**src/rtl/alu_op_sequencer.sv**
```systemverilog
// Issues requests onto a shared single-cycle ALU. Plain ops take one pass; MUL is a
// shift-add loop that reuses the ALU adder, one partial product per cycle.
module alu_op_sequencer #(
  parameter int unsigned WIDTH      = 32,
  parameter bit          EARLY_EXIT = 1'b1
) (
  input  logic             clk,
  input  logic             rst_n,
  input  logic             req_valid,
  output logic             req_ready,
  input  logic [3:0]       req_op,
  input  logic [WIDTH-1:0] req_a,
  input  logic [WIDTH-1:0] req_b,
  input  logic             flush,
  output logic             rsp_valid,
  input  logic             rsp_ready,
  output logic [WIDTH-1:0] rsp_result,
  output logic             rsp_zero,
  output logic             busy,
  output logic [WIDTH-1:0] alu_a,
  output logic [WIDTH-1:0] alu_b,
  output logic [3:0]       alu_control,
  input  logic [WIDTH-1:0] alu_result,
  input  logic             alu_zero
);

  localparam int unsigned     IterW    = (WIDTH > 1) ? $clog2(WIDTH) : 1;
  localparam logic [IterW-1:0] LastIter = IterW'(WIDTH - 1);
  localparam logic [3:0]      OpAdd    = 4'b0010;

  typedef enum logic [1:0] {StIdle, StExec, StDone} state_e;

  state_e           state_q, state_d;
  logic [3:0]       op_q, op_d;
  logic [WIDTH-1:0] mcand_q, mcand_d;
  logic [WIDTH-1:0] mplier_q, mplier_d;
  logic [WIDTH-1:0] acc_q, acc_d;
  logic [WIDTH-1:0] result_q, result_d;
  logic             zero_q, zero_d;
  logic [IterW-1:0] iter_q, iter_d;

  logic             is_mul;
  logic             mul_last;
  logic [WIDTH-1:0] acc_next;

  assign is_mul   = op_q[3];
  // Partial product is only added when the current multiplier bit is set.
  assign acc_next = mplier_q[0] ? alu_result : acc_q;
  assign mul_last = (iter_q == LastIter) || (EARLY_EXIT && ((mplier_q >> 1) == '0));

  always_comb begin
    state_d     = state_q;
    op_d        = op_q;
    mcand_d     = mcand_q;
    mplier_d    = mplier_q;
    acc_d       = acc_q;
    iter_d      = iter_q;
    result_d    = result_q;
    zero_d      = zero_q;
    alu_a       = '0;
    alu_b       = '0;
    alu_control = 4'b0000;

    unique case (state_q)
      StIdle: begin
        if (req_valid) begin
          op_d     = req_op;
          mcand_d  = req_a;
          mplier_d = req_b;
          acc_d    = '0;
          iter_d   = '0;
          state_d  = StExec;
        end
      end

      StExec: begin
        if (is_mul) begin
          alu_a       = acc_q;
          alu_b       = mcand_q;
          alu_control = OpAdd;
        end else begin
          alu_a       = mcand_q;
          alu_b       = mplier_q;
          alu_control = op_q;
        end

        if (flush) begin
          result_d = '0;
          zero_d   = 1'b0;
          state_d  = StIdle;
        end else if (!is_mul) begin
          result_d = alu_result;
          zero_d   = alu_zero;
          state_d  = StDone;
        end else begin
          acc_d    = acc_next;
          mcand_d  = mcand_q << 1;
          mplier_d = mplier_q >> 1;
          iter_d   = iter_q + IterW'(1);
          if (mul_last) begin
            // Zero flag from the final accumulator; alu_zero may reflect an unused sum.
            result_d = acc_next;
            zero_d   = (acc_next == '0);
            state_d  = StDone;
          end
        end
      end

      StDone: begin
        if (flush) begin
          result_d = '0;
          zero_d   = 1'b0;
          state_d  = StIdle;
        end else if (rsp_ready) begin
          state_d = StIdle;
        end
      end

      default: state_d = StIdle;
    endcase
  end

  always_ff @(posedge clk or negedge rst_n) begin
    if (!rst_n) begin
      state_q  <= StIdle;
      op_q     <= 4'b0000;
      mcand_q  <= '0;
      mplier_q <= '0;
      acc_q    <= '0;
      iter_q   <= '0;
      result_q <= '0;
      zero_q   <= 1'b0;
    end else begin
      state_q  <= state_d;
      op_q     <= op_d;
      mcand_q  <= mcand_d;
      mplier_q <= mplier_d;
      acc_q    <= acc_d;
      iter_q   <= iter_d;
      result_q <= result_d;
      zero_q   <= zero_d;
    end
  end

  assign req_ready  = (state_q == StIdle);
  assign busy       = (state_q != StIdle);
  assign rsp_valid  = (state_q == StDone);
  assign rsp_result = result_q;
  assign rsp_zero   = zero_q;

endmodule

```
**config.mk**
```make
export PLATFORM = sky130hd
export DESIGN_NAME = alu_op_sequencer
export DESIGN_NICKNAME = d
export VERILOG_FILES = /design/src/rtl/alu_op_sequencer.sv
export SDC_FILE = /design/constraint.sdc
export NUM_CORES = 1
export LEC_CHECK = 0
export ABC_CLOCK_PERIOD_IN_PS = 3100
export CAP_MARGIN = 20
export CORE_MARGIN = 5
export CORE_UTILIZATION = 35
export CTS_BUF_LIST = sky130_fd_sc_hd__clkbuf_4
export DETAILED_ROUTE_END_ITERATION = 7
export PLACE_DENSITY = 0.61
export SYNTH_ARGS = -nofsm -noshare
export SYNTH_HDL_FRONTEND = slang
export SYNTH_SLANG_ARGS = --single-unit
```
**constraint.sdc**
```tcl
create_clock -name clk -period 3.1 [get_ports clk]
set_input_delay 0.62 -clock clk [delete_from_list [all_inputs] [get_ports clk]]
set_output_delay 0.62 -clock clk [all_outputs]
set_load 0.02 [all_outputs]
```
* After elaboration in Yosys (flattened, before gate mapping)
Index checks and enable logic that the tools add are counted.
Cells by class: add/sub/neg operators 1, multiply operators 0, div/mod/pow operators 0, order comparisons 0, equality and inequality tests 9, shift-type cells 0, mux-type cells 40, bitwise logic cells 0, reductions and logical operators 11
Operators with widths (count):
- 32-bit 2-to-1 mux | 18
- 32-bit case mux with 2 select lines | 4
- 32-bit logical NOT | 2
- 5-bit 2-to-1 mux | 3
- 2-bit 2-to-1 mux | 6
- 5-bit case mux with 2 select lines | 1
- 2-bit != test (second input constant) | 4
- 2-bit case mux with 3 select lines | 1
- 3-bit AND reduction | 2
- 2-bit nonzero test | 3
- 5-bit by 1-bit adder with 5-bit output (second input constant) | 1
- 5-bit equality test (second input constant) | 1
- 1-bit 2-to-1 mux | 4
- 4-bit 2-to-1 mux | 1
- 4-bit != test (second input constant) | 1
- 4-bit AND reduction | 1
- 3-bit 2-to-1 mux | 1
- 3-bit by 2-bit != test with 1-bit output (second input constant) | 1
- 2-bit by 1-bit equality test with 1-bit output (second input constant) | 1
- 2-bit equality test (second input constant) | 1
- 2-bit logical NOT | 1
- 1-bit case mux with 2 select lines | 1
- 2-bit AND reduction | 1
- 1-bit logical OR | 1
Word-level totals: register bits 140, bits in latches 0, RAM bits 0, ROM bits 0, input bits 106, output and inout bits 104, logic and storage cells 69, memories 0

* Longest topological paths before layout
depth in word-level cells 6, mapped depth 8

* Worst setup path after synthesis
OpenSTA, ideal clock, no wires.
path kind reg-to-output, from reg state_q[1], to out alu_a[10], arrival time 1.371 ns, required time 2.480 ns, path slack 1.109 ns, cell stages (with the launch flop) 6, path through dfrtp_1 > nand2b_1 > buf_2 > clkbuf_1 > clkbuf_1 > nor2_1
Between the ends: longest elaborated chain between the ends 2
RTL lines:
- start, declared | line 33 | state_e state_q, state_d;
- start signal, assigned | line 125 | state_q <= StIdle;
- start signal, assigned | line 134 | state_q <= state_d;
- 2-bit by 1-bit equality test with 1-bit output | line 64 | unique case (state_q)
- 32-bit 2-to-1 mux | line 64
- end, declared | line 20 | output logic [WIDTH-1:0] alu_a,
Every way passes these cells.

* Worst setup path after layout
from reg state_q[1], to out alu_a[6]
The elaborated chain is that of the path after synthesis.

==> run_results.csv <==
group,metric,value,unit
cells_and_area,final_cell_area,10200,sq um
pwr,vdd_drop_max,0.471,mV
cts,cts_sinks,140,
cts,cts.clk_slew.worst_paths,0.12,ns
pwr,combPwrFrac,53.7,%
cts,cts_buffers,17,
place,globalplace.congestion,0.804,
cts,cts_max_level,4,
synthesis,synth-seq-cells,140,
place,placed_cells,1305,
timing,slew_viol_final,0,
floorplan,fp.dieArea,24600,sq um
global_route,track_usage,20.5,%
synthesis,synth_largest_area_cell,"dfrtp_1",
cts,cts_root_buf,"clkbuf_4",
synthesis,yosys-top-cells-area,"dfrtp_1 (46%), mux2i_1 (13%), nand2_1 (10%), nor2_1 (6.9%), a31oi_1 (4.7%)",
detailed_routing,dr.pass1.iters,5,
place,dp_hpwl,18600,um
cts,cts_tree,"yes",
timing,skew,0.0175,ns
synthesis,netlist.area_leader.share,46.4,%
pwr,power,10200,uW
cts,clkLatencyLatePin,0.54,ns
synthesis,synth-async-reset-ratio,100,%
cells_and_area,seq_area,3510,sq um
detailed_routing,drtIter0Drc,424,
timing,fmax,338,MHz
critical_path,startpoint_type,"register",
floorplan,row_count,53,
timing,layout_setup_ws,0.137,ns
floorplan,core_area,21200,sq um
pwr,pwr-share-clk,12.1,%
status,outcome,"completed",
pwr,p_int,5610,uW
place,port_buffers,208,
detailed_routing,routedWlPerCell,18.8,um
floorplan,die_h,157,um
floorplan,start_util,35.7,%
timing,finalHoldViolCount,0,
detailed_routing,drc_errors,0,
cells_and_area,drive_gt1_share,7.40,%
global_route,grt_pass1_wl,39400,um
synthesis,netlist_area,7550,sq um
synthesis,synthDistinctLibCells,45,
timing,timing.setup.tns,0,ns
global_route,grt_max_degree,65,
synthesis,synth_fp_nets,984,
synthesis,synth_most_common_cell,"nand2_1",
synthesis,yosys_warnings,0,
detailed_routing,routed_wl,25300,um
cells_and_area,nNetsFinal,1163,
place,dpl_worst_slack,0.519,ns
synthesis,synth_top_flop_cell,"dfrtp_1",
timing,setup-violations-final,0,
synthesis,synth.yosys.seq_area_share,46.4,%
timing,tightest_slew,0.673,ns
critical_path,path_class,"register to output pin",
critical_path,endpoint_kind,"output pin",
pwr,p_per_area,1000,nW/um^2
critical_path,worstPathArrival,2.34,ns
flow_run,drv_cap,0,
global_route,overflow,0,
floorplan,die_x,157,um
pwr,swShare,45.3,%
synthesis,syn_avg_cell_area,8.62,sq um
place,placed_area,9890,sq um
timing,period_share,95.6,%
detailed_routing,avgViaCountPerCell,5.20,
critical_path,crit_path_max_fanout,42,
pwr,p_seq_share,34.2,%
synthesis,synthTopCellsByCount,"nand2_1 (201), dfrtp_1 (140), nor2_1 (138)",
timing,maxSlewHeadroom,54.7,%
critical_path,worstPathRequired,2.48,ns
cells_and_area,fin_cells,1344,
detailed_routing,drtAntennaViolNets,0,
floorplan,io_pins,210,
synthesis,synthCells,876,
cells_and_area,nFillCells,2078,
detailed_routing,vias,6989,
cells_and_area,area_growth,35.8,%
global_route,grt_pass1_vias,6810,
timing,layout_min_cycle_time,2.96,ns
cts,clk_path_buf_depth,2,
pwr,leakagePower,0.00450,uW
pwr,p_sw,4640,uW
synthesis,synth-edff-count,0,
global_route,antenna_found_initial,1,
worst_hold_path,hp-class,"register to register",
cells_and_area,multi_input_area,3740,sq um
sequential cells by signal, summed over array words and instances, names as in the netlist:
register,count
rsp_result,32
op_q,4
acc_q,32
iter_q,5
rsp_zero,1
mplier_q,32
state_q,2
mcand_q,32
per-stage QoR:
step                      hold slack [ns]  util [%]
after floorplan                     0.324         -
after global placement              0.455      46.7
after detailed placement            0.460      46.7
after CTS                           0.489      48.2
after global routing                0.519      48.4
final                               0.495      48.4
final cells by class:
| type | count | share of cell area (%) |
|---|---|---|
| Clock inverter | 13 | 1.47 |
| Timing Repair Buffer | 233 | 23.0 |
| Multi-Input combinational cell | 660 | 36.5 |
| Clock buffer | 19 | 1.39 |
| Sequential cell | 140 | 34.2 |
| Inverter | 3 | 0.110 |
| Antenna cell | 1 | 0.0244 |
| Tap cell | 275 | 3.36 |
per-layer routing:
metal / global-route usage [%] / vias up / share of wire [%]
met4: 4.75 / 0 / 1.1
met2: 32.9 / 238 / 47
li1: - / 3402 / -
met1: 28.5 / 3334 / 45
met3: 4.34 / 15 / 6.9
met5: 0 / - / 0
final timing paths:
path | slack [ns] | cells after the start | endpoint | startpoint
setup / recovery | 0.14 | 4 | alu_a[6] | state_q[1]$_DFFE_PN0P_
hold / removal | 0.49 | 2 | op_q[0]$_DFFE_PN0P_ | op_q[0]$_DFFE_PN0P_
setup reg to reg | 0.80 | 6 | rsp_result[30]$_DFFE_PN0P_ | state_q[0]$_DFFE_PN0P_
hold reg to reg | 0.49 | 2 | op_q[0]$_DFFE_PN0P_ | op_q[0]$_DFFE_PN0P_
max in group asynchronous | 1.82 | 3 | rsp_result[2]$_DFFE_PN0P_ | rst_n
min in group asynchronous | 0.57 | 2 | acc_q[9]$_DFFE_PN0P_ | rst_n
cells by family after synthesis:
group                      Yosys count  synth area share, %
and+or+nand+nor                    390                 21.3
xor gates and xnor gates             2                0.232
buffers and inverters               77                 4.53
other                                1               0.0497
muxes                               97                 12.9
AOI/OAI and AO/OA                  167                 14.2
DFF                                140                 46.4
adders and majority gates            2                0.332
worst max-delay path, cell delays in order, from the launching register on:
cell	delay (ns)
dfrtp_1	0.52
nand2b_4	0.29
buf_12	0.22
nor2_1	0.13
clkdlybuf4s50_1	0.63
placed cells by master, fill, tap and decap left out, drive strengths merged, types with 3 or more instances in the layout:
master	n
nor3	3
clkdlybuf4s50	203
nor2	138
a31oi	57
clkinv	8
nand2b	4
nand3	6
inv	3
dlymetal6s2s	4
bufinv	3
nand4	3
and3	4
nand2	202
or2	3
o2bb2ai	4
clkbuf	19
o21ai	64
buf	25
o31ai	29
mux2i	97
o22ai	5
dfrtp	140
nor4	18
timing repair:
item | in CTS | in global routing
cloned | 0 | 1
endpoints found under the setup margin | 16 | 48
hold buffers | 1 | 0
gates resized for setup | 0 | 5
setup buffers | 1 | 3
pin swaps | 0 | 0
endpoints found under the hold margin | 30 | 0
power by group through the flow:
stage	Sequential, uW	Combinational (uW)	Clock [uW]
floorplan	3370	3320	0
global placement	3540	5430	0
detailed placement	3560	5480	0
CTS	3490	5550	1280
global route	3630	6020	1350
finish	3500	5500	1240
No activity file was read; power rests on OpenSTA's default activity.
